File: src/rtl/ext_pipe.sv
// ---------------------------------------------------------------------------
// ext_pipe
//
// Pipelined extension unit for the MIPS core. One block covers instruction
// immediates (zero-extend, sign-extend, lui placement) and sub-word load data
// (lb, lbu, lh, lhu, lw). The result is computed combinationally from the
// request, registered into stage 0, then carried unchanged through the rest
// of an elastic pipeline with valid/ready on both sides. Misaligned halfword
// and word loads flow through as errored results (data forced to zero), and
// a saturating counter tallies errored results as they are delivered.
//
// Parameters
//   IMM_W   immediate width taken from in_data[IMM_W-1:0] (1..31)
//   STAGES  number of register stages between input and output (1..4)
//   CNT_W   width of the saturating error counter
//
// Ports
//   clk         system clock, rising edge
//   reset       synchronous, active-high reset
//   in_valid    request present
//   in_ready    request accepted this cycle when in_valid is also high
//   in_op       000 zext imm, 001 sext imm, 010 lui, 011 lb, 100 lbu,
//               101 lh, 110 lhu, 111 lw
//   in_data     immediate (low IMM_W bits) or raw little-endian memory word
//   in_addr_lo  byte offset of the load address (loads only)
//   flush       drop everything in flight; blocks input this cycle
//   out_valid   result present
//   out_ready   consumer takes the result this cycle
//   out_data    extended result (zero for misaligned requests)
//   out_err     result came from a misaligned access
//   err_cnt     number of errored results delivered, saturating
// ---------------------------------------------------------------------------
module ext_pipe #(
  parameter int IMM_W  = 16,
  parameter int STAGES = 2,
  parameter int CNT_W  = 8
) (
  input  logic             clk,
  input  logic             reset,
  input  logic             in_valid,
  output logic             in_ready,
  input  logic [2:0]       in_op,
  input  logic [31:0]      in_data,
  input  logic [1:0]       in_addr_lo,
  input  logic             flush,
  output logic             out_valid,
  input  logic             out_ready,
  output logic [31:0]      out_data,
  output logic             out_err,
  output logic [CNT_W-1:0] err_cnt
);

  typedef enum logic [2:0] {
    OP_ZEXT = 3'b000,
    OP_SEXT = 3'b001,
    OP_LUI  = 3'b010,
    OP_LB   = 3'b011,
    OP_LBU  = 3'b100,
    OP_LH   = 3'b101,
    OP_LHU  = 3'b110,
    OP_LW   = 3'b111
  } op_e;

  localparam int LAST = STAGES - 1;

  op_e              op;
  logic [IMM_W-1:0] imm;
  logic [7:0]       byteLane;
  logic [15:0]      halfLane;
  logic [31:0]      extData;
  logic             extErr;

  logic [STAGES-1:0] advance;

  logic [STAGES-1:0] valid_q, valid_d;
  logic [31:0]       data_q [STAGES];
  logic [31:0]       data_d [STAGES];
  logic              err_q  [STAGES];
  logic              err_d  [STAGES];
  logic [CNT_W-1:0]  cnt_q, cnt_d;

  logic outXfer;

  assign op  = op_e'(in_op);
  assign imm = in_data[IMM_W-1:0];

  // Lane selection for sub-word loads. Memory is little-endian, so the byte
  // offset picks the lane directly; halfwords only use bit 1 of the offset
  // because odd offsets are reported as misaligned anyway.
  always_comb begin
    byteLane = in_data[7:0];
    case (in_addr_lo)
      2'd0: byteLane = in_data[7:0];
      2'd1: byteLane = in_data[15:8];
      2'd2: byteLane = in_data[23:16];
      2'd3: byteLane = in_data[31:24];
      default: byteLane = in_data[7:0];
    endcase
    halfLane = in_addr_lo[1] ? in_data[31:16] : in_data[15:0];
  end

  // Combinational extension of the incoming request. A misaligned access
  // produces zero data with the error flag set so the consumer never sees a
  // half-formed value.
  always_comb begin
    extData = '0;
    extErr  = 1'b0;
    case (op)
      OP_ZEXT: extData = {{(32-IMM_W){1'b0}}, imm};
      OP_SEXT: extData = {{(32-IMM_W){imm[IMM_W-1]}}, imm};
      OP_LUI:  extData = {imm, {(32-IMM_W){1'b0}}};
      OP_LB:   extData = {{24{byteLane[7]}}, byteLane};
      OP_LBU:  extData = {24'd0, byteLane};
      OP_LH: begin
        if (in_addr_lo[0]) extErr = 1'b1;
        else               extData = {{16{halfLane[15]}}, halfLane};
      end
      OP_LHU: begin
        if (in_addr_lo[0]) extErr = 1'b1;
        else               extData = {16'd0, halfLane};
      end
      OP_LW: begin
        if (in_addr_lo != 2'b00) extErr = 1'b1;
        else                     extData = in_data;
      end
      default: begin
        extData = '0;
        extErr  = 1'b0;
      end
    endcase
  end

  // A stage may take new contents when it is empty or when everything
  // downstream of it moves. Expanded as "out_ready or any stage from here to
  // the output is empty" so there is no self-referencing chain through the
  // advance vector.
  always_comb begin
    logic any;
    advance = '0;
    for (int i = 0; i < STAGES; i++) begin
      any = out_ready;
      for (int j = i; j < STAGES; j++) begin
        if (!valid_q[j]) any = 1'b1;
      end
      advance[i] = any;
    end
  end

  // in_ready depends only on registered state, out_ready and flush, so no
  // combinational path exists from in_valid or in_data to any output.
  assign in_ready = !flush && advance[0];
  assign outXfer  = valid_q[LAST] && out_ready;

  // Next-state for the pipeline stages. Stage 0 captures the extension result
  // on an input transfer; later stages copy their predecessor whenever they
  // advance. A flush empties every stage but leaves data registers alone,
  // since payload without a valid is never observed.
  always_comb begin
    valid_d = valid_q;
    data_d  = data_q;
    err_d   = err_q;

    if (advance[0]) begin
      valid_d[0] = in_valid && in_ready;
      data_d[0]  = extData;
      err_d[0]   = extErr;
    end

    for (int i = 1; i < STAGES; i++) begin
      if (advance[i]) begin
        valid_d[i] = valid_q[i-1];
        data_d[i]  = data_q[i-1];
        err_d[i]   = err_q[i-1];
      end
    end

    if (flush) valid_d = '0;
  end

  // Error counter counts delivered errored results only, including a
  // delivery that coincides with a flush, and sticks at all-ones.
  always_comb begin
    cnt_d = cnt_q;
    if (outXfer && err_q[LAST] && (cnt_q != '1)) cnt_d = cnt_q + CNT_W'(1);
  end

  // State registers. Reset drops every in-flight result and clears the
  // visible outputs, including the payload of the last stage.
  always_ff @(posedge clk) begin
    if (reset) begin
      valid_q <= '0;
      cnt_q   <= '0;
      for (int i = 0; i < STAGES; i++) begin
        data_q[i] <= '0;
        err_q[i]  <= 1'b0;
      end
    end else begin
      valid_q <= valid_d;
      cnt_q   <= cnt_d;
      for (int i = 0; i < STAGES; i++) begin
        data_q[i] <= data_d[i];
        err_q[i]  <= err_d[i];
      end
    end
  end

  assign out_valid = valid_q[LAST];
  assign out_data  = data_q[LAST];
  assign out_err   = err_q[LAST];
  assign err_cnt   = cnt_q;

endmodule
File: config.mk
export PLATFORM = sky130hd
export DESIGN_NAME = ext_pipe
export DESIGN_NICKNAME = d
export VERILOG_FILES = /design/src/rtl/ext_pipe.sv
export SDC_FILE = /design/constraint.sdc
export NUM_CORES = 1
export LEC_CHECK = 0
export CORE_ASPECT_RATIO = 0.9
export CORE_MARGIN = 4
export CORE_UTILIZATION = 45
export CTS_CLUSTER_DIAMETER = 60
export CTS_CLUSTER_SIZE = 10
export DETAILED_ROUTE_END_ITERATION = 8
export HOLD_SLACK_MARGIN = 0.05
export PLACE_DENSITY = 0.81
export SYNTH_ARGS = -nofsm -noshare
export SYNTH_HDL_FRONTEND = slang
export SYNTH_SLANG_ARGS = --single-unit
File: constraint.sdc
create_clock -name clk -period 4.4 [get_ports clk]
set_clock_uncertainty 0.2 [all_clocks]
set_input_delay 0.44 -clock clk [delete_from_list [all_inputs] [get_ports clk]]
set_output_delay 0.44 -clock clk [all_outputs]
set_load 0.005 [all_outputs]
==> key figures, run 1 <==
Global routing
  • Grt ovf: 0
  • Maximum number of pins on one net before global-route repair: 47
  • Vias in the first global route: 3459
  • Total GRT Usage: 0.210
  • First-pass GRT wire length: 17.7 mm
  • Antenna violations before repair: 0

Layout
  • Area grow syn2layout: 20.3%
  • Antenna diodes: 0
  • Layout cells sized above 1: 0.0849
  • Filler cells: 803
  • Finished Cell Area: 4800 µm²
  • Nets: 558
  • Utilization after layout: 0.557

Timing
  • Final setup TNS: 0 ps
  • Worst Tran Pin Value: around 1200 ps
  • Peak Freq: 351 MHz
  • Tcrit/Tclk final: 0.648
  • Slew Viols, Final: 0
  • Final hold vios: 0
  • Hold_ws: 249 ps
  • Endpoints failing setup: 0
  • Tmin final: 2850 ps
  • RSZ-0062 raised after global routing: false
  • Slew margin rel.: 0.210

Floorplan
  • # rows: 32
  • Core ar.: 8610 µm²
  • Die Span Y: 97.3 µm
  • Die Footprint: ~10000 µm²
  • Die width: 107 µm
  • Initial Util: 0.463
  • Total I/O pin count: between 80 and 90

Critical path
  • Critical path class: input pin to register
  • Worst path arrival time: 2920 ps
  • CP Capture Type: register
  • CP cell instances: clkdlybuf4s50_1 -> nor3_2 -> buf_4 -> nor2_1 -> a22oi_1 -> a21oi_1
  • Worst setup SP type: input pin
  • Critical path required time: 4470 ps
  • CP max-delay cell: clkdlybuf4s50_1
  • Critical Path Fanout Max: 20
  • CP peak stage delay: 890 ps

Synth
  • Cell Area, Synth: 3990 µm²
  • Top-count cell post-synth: nand2_1
  • Synth cell count leaders: 81 x nand2_1, 76 x dfxtp_1, 63 x a21oi_1
  • Post-synthesis cell type count: 57
  • Proportion of synthesized chip area in sequential cells: 0.381
  • Post-synth ARST share: 0
  • Synth Net Count: 527
  • Top cell type's share of synthesized area: 0.381
  • Yosys warns: 0
  • Mean Syn Cell Area: 8.24 µm²
  • Main area contributors after synthesis: dfxtp_1 38%, a21oi_1 7.9%, nand2_1 7.6%
  • Yosys top cell by area: dfxtp_1
  • Synthesized instance count: between 400 and 500
  • Seq cells post-synth: 76
  • Post-synth EDFFs: 0
  • Top_reg_cell synth: dfxtp_1

Clock tree
  • Worst-path clk slew: 70 ps
  • Clk buf depth: 2
  • CTS tree: yes
  • Clk root buf: clkbuf_8
  • TritonCTS Sinks: between 70 and 80
  • Clock Latency Late Sink: about 340 ps
  • Setup Fix Bufs, Post-CTS: 0
  • Cts repair resizes: 0
  • H-tree depth: 3
  • Total CTS buffers: 9
  • Hold-fix buffers at CTS: 0

Drt
  • DRT antenna net count: 0
  • Met3 wire length: slightly above 800 µm
  • Final wirelength: between 10 and 15 mm
  • Post-Route M1 WL: between 4 and 5 mm
  • Via density: 5.74
  • Max Used Layer: met4
  • Wire per inst: 17.1 µm
  • DRT Pass-1 Iters: 5
  • Met2 wire length: ~5 mm
  • # DRC: 0
  • First DRT Iteration DRCs: 310
  • Vias: 3657

Power
  • Maximum vdd drop: 0.000172 V
  • Leakage: 1.65 nW
  • Seq pwr share: 0.509
  • Internal power: 0.00108 W
  • P_sw: ~0.00037 W
  • Gate power share: 0.157
  • PD cells: 302 nW/µm²
  • Switching share of total power: 0.257
  • Clock share of power: 0.335

Run status
  • Outcome: completed

Placed design
  • Placed inst area: 4620 µm²
  • # port buffers: 84
  • Placer Congestion: ~0.94
  • Detail Placement HPWL: 7.94 mm

Worst hold path
  • Hold crit path type: register to register

Run
  • Max-cap violations: 0
-- cells in the final DEF (no fill, tap or decap), drive strengths merged, types with 3 or more instances in the layout --
cell           instances
inv                    8
a22oi                 23
xnor2                  4
nor2                  29
o21ai                  3
mux2                   9
a32oi                  5
nand4b                 3
a2bb2oi                6
nand2b                 4
a31oi                  4
nand3b                 4
buf                    9
dfxtp                 76
a21oi                 63
clkdlybuf4s50         83
and3b                  3
a32o                  16
o22ai                  9
clkbuf                13
nand3                  6
nand2                 81
nor2b                  4
nor3                   6
nor3b                  6
a211oi                13
-- cells by family (layout without fill, tap and decap cells) --
| family | Yosys count | in the layout | synth area share |
|---|---|---|---|
| AO/OA/AOI/OAI | 157 | 157 | 0.275 |
| AND/OR/NAND/NOR | 154 | 154 | 0.184 |
| buffers and inverters | 80 | 114 | 0.112 |
| flip-flops | 76 | 76 | 0.381 |
| multiplexers | 12 | 12 | 0.0361 |
| XOR/XNOR | 4 | 4 | 0.00878 |
| adder cells (fa/ha/maj) | 1 | 1 | 0.00314 |
-- sequential cells by signal, indices dropped and copies added, names as in the netlist --
name / count
data_q: 32
err_cnt: 8
err_q: 1
out_data: 32
out_err: 1
valid_q: 2
-- area by class of cell --
type | instances | area [µm²] | area share
multi-input combinational | 328 | 2020 | 0.422
sequential | 76 | 1520 | 0.317
timing repair buffer | 92 | 896 | 0.187
clock buffer | 13 | 169 | 0.0352
tap | 119 | 149 | 0.0310
inverter | 8 | 30.0 | 0.00626
clock inverter | 1 | 7.51 | 0.00156
-- final timing paths --
path                                     end         start  slack [ps]  depth (start not counted)
worst max-delay path              data_q[51]      in_op[1]        1550                          6
worst max register to register    data_q[51]    valid_q[1]        1970                          5
worst min-delay path            out_data[10]  out_data[10]         250                          2
worst min register to register  out_data[10]  out_data[10]         250                          2
-- worst max-delay path, delay by kind of cell --
| family | cells | cell delay, ps |
|---|---|---|
| AND/OR/NAND/NOR | 2 | 980 |
| buffers and inverters | 2 | 1080 |
| AO/OA/AOI/OAI | 2 | 400 |
-- stage by stage --
step,worst slack [ps],total power (W),instances
2_1_floorplan,2500,0.000887,484
3_3_place_gp,1310,0.000975,623
3_5_place_dp,1220,0.000977,623
4_1_cts,1580,0.00146,637
5_1_grt,1360,0.00151,637
6_report,1550,0.00145,637
-- metal layers --
| layer | vias to the layer above | global-route usage |
|---|---|---|
| li1 | 1781 | - |
| met1 | 1703 | 0.292 |
| met2 | 154 | 0.326 |
| met3 | 19 | 0.0399 |
| met4 | 0 | 0.0678 |
| met5 | - | 0 |
-- power by group through the flow --
stage / combinational (W) / sequential, W / clock, W
after floorplan: 0.000139 / 0.000748 / 0
after global placement: 0.000222 / 0.000753 / 0
after detailed placement: 0.000223 / 0.000754 / 0
after CTS: 0.000225 / 0.000738 / 0.000493
after global routing: 0.000246 / 0.000741 / 0.000523
final: 0.000227 / 0.000738 / 0.000486
Note: power is estimated with default switching activity, not from simulation.
==> inputs of run 2 (changes only) <==
--- a/config.mk
+++ b/config.mk
@@ -12,7 +12,7 @@
 export CTS_CLUSTER_SIZE = 10
 export DETAILED_ROUTE_END_ITERATION = 8
 export HOLD_SLACK_MARGIN = 0.05
-export PLACE_DENSITY = 0.81
+export PLACE_DENSITY = 0.84
 export SYNTH_ARGS = -nofsm -noshare
 export SYNTH_HDL_FRONTEND = slang
 export SYNTH_SLANG_ARGS = --single-unit
==> constraint.sdc (replaced) <==
create_clock -name clk -period 2.52 [get_ports clk]
set_clock_uncertainty 0.2 [all_clocks]
set_input_delay 0.252 -clock clk [delete_from_list [all_inputs] [get_ports clk]]
set_output_delay 0.252 -clock clk [all_outputs]
set_load 0.005 [all_outputs]
==> key figures, run 2 (synthesis results as in run 1) <==
Run status
  • Outcome: completed

Critical path
  • Worst setup SP type: input pin
  • Critical path required time: 2070 ps (-2400 ps)
  • Worst path arrival time: 1800 ps (-1120 ps)
  • Critical Path Fanout Max: 8 (-60%)
  • Critical path class: input pin to output pin
  • CP Capture Type: output pin

Floorplan
  • Total I/O pin count: 85 (unchanged)
  • Core ar.: 8610 µm² (unchanged)
  • Die Span Y: 97.3 µm (unchanged)
  • # rows: 32 (unchanged)
  • Die width: 107 µm (unchanged)
  • Die Footprint: 10400 µm² (unchanged)
  • Initial Util: 0.463 (unchanged)

Power
  • PD cells: 586 nW/µm² (+94%)
  • Total power: 0.00294 W (+100%)
  • Maximum vdd drop: 0.000547 V (+220%)
  • Leakage: 1.78 nW (+7.6%)

Clock tree
  • Cts repair resizes: 0 (unchanged)
  • Setup Fix Bufs, Post-CTS: 0 (unchanged)
  • H-tree depth: 3 (unchanged)
  • CTS tree: yes
  • Worst-path clk slew: 80 ps (about the same)
  • Clock Latency Late Sink: 350 ps (about the same)
  • Clk buf depth: 2 (unchanged)
  • Clk root buf: clkbuf_8
  • Total CTS buffers: 9 (unchanged)
  • TritonCTS Sinks: 76 (unchanged)
  • Hold-fix buffers at CTS: 0 (unchanged)

Global routing
  • Grt ovf: 0 (unchanged)
  • Antenna violations before repair: 0 (unchanged)
  • Maximum number of pins on one net before global-route repair: 35 (-26%)
  • First-pass GRT wire length: 18.9 mm (+6.8%)
  • Vias in the first global route: 3585 (+3.6%)
  • Total GRT Usage: 0.226 (+0.0163)

Layout
  • Commonest non-fill, non-tap cells in the layout: 83 x clkdlybuf4s50_1, 81 x nand2_1, 76 x dfxtp_1
  • Commonest non-fill, non-tap cell in the layout: clkdlybuf4s50_1
  • Nets: 574 (+2.9%)
  • Area grow syn2layout: 25.9%
  • Finished Cell Area: 5020 µm² (+4.7%)
  • Layout cells sized above 1: 0.118 (+0.0326)
  • Filler cells: 774 (-3.6%)
  • FF/Latch Area: 1520 µm² (unchanged)
  • Area occupied by multi-input gates: 2020 µm² (unchanged)
  • Utilization after layout: 0.584 (+0.0263)
  • Antenna diodes: 0 (unchanged)

Drt
  • First DRT Iteration DRCs: 237 (-24%)
  • DRT antenna net count: 0 (unchanged)
  • DRT Pass-1 Iters: 5 (unchanged)
  • Vias: 3767 (+3.0%)
  • Final wirelength: 11.4 mm (+5.1%)
  • # DRC: 0 (unchanged)
  • Wire per inst: 17.5 µm (+2.2%)
  • Via density: 5.75 (+0.18%)

Timing
  • Peak Freq: 445 MHz
  • Worst Tran Pin Value: 1090 ps (-91.0 ps)
  • Tmin final: 2250 ps
  • Endpoints failing setup: 0 (unchanged)
  • Slew margin rel.: 0.271 (+0.0609)
  • Setup ws final: 273 ps (-1280 ps)
  • Slew Viols, Final: 0 (unchanged)
  • Final hold vios: 0 (unchanged)
  • Tcrit/Tclk final: 0.892
  • Final setup TNS: 0 ps (unchanged)
  • RSZ-0062 raised after global routing: false

Placed design
  • Placed inst area: 4750 µm² (+2.9%)
  • # port buffers: 84 (unchanged)
  • Placer Congestion: 0.888 (-5.4%)
  • Pre-CTS WS: 70.0 ps (-1150 ps)
  • Detail Placement HPWL: 8.48 mm (+6.8%)

Worst hold path
  • Hold crit path type: input pin to register

Run
  • Max-cap violations: 0 (unchanged)
[run 2: cell type report]
| cell class | count | area share |
|---|---|---|
| clock buffers | 9 | 0.0247 |
| well taps | 119 | 0.0296 |
| clock inverters | 7 | 0.0291 |
| flip-flops and latches | 76 | 0.303 |
| inverters | 8 | 0.00598 |
| multi-input cells | 328 | 0.403 |
| repair buffers | 108 | 0.205 |
[run 2: through the flow]
step / std cells / hold slack, ps
finish: 655 / 156
global route: 655 / 181
CTS: 655 / 144
detailed placement: 639 / 244
global placement: 639 / 237
floorplan: 484 / 131
[run 2: critical path, cell delays in order]
cell	delay [ps]
clkdlybuf4s50_1	540
and3b_1	220
buf_4	170
nor2_1	110
clkdlybuf4s50_1	510
[run 2: path summary, 6_finish.rpt]
path	from	end	slack, ps	cells after the start
worst max-delay path	out_ready	in_ready	270	5
worst min-delay path	reset	err_cnt[3]	160	2
worst min register to register	out_data[15]	out_data[15]	250	2
worst max register to register	valid_q[1]	data_q[53]	480	4
[run 2: power by group]
group          internal [W]  leakage [nW]  switching, W
logic              0.000210          1.02      0.000207
clock network      0.000765         0.134      0.000472
registers           0.00126         0.621     0.0000308
total               0.00223          1.78      0.000710
[run 2: routing by layer]
layer	share of wire	global-route usage
met4	0.019	0.0708
met5	0	0
met3	0.060	0.0439
met1	0.44	0.305
met2	0.48	0.363
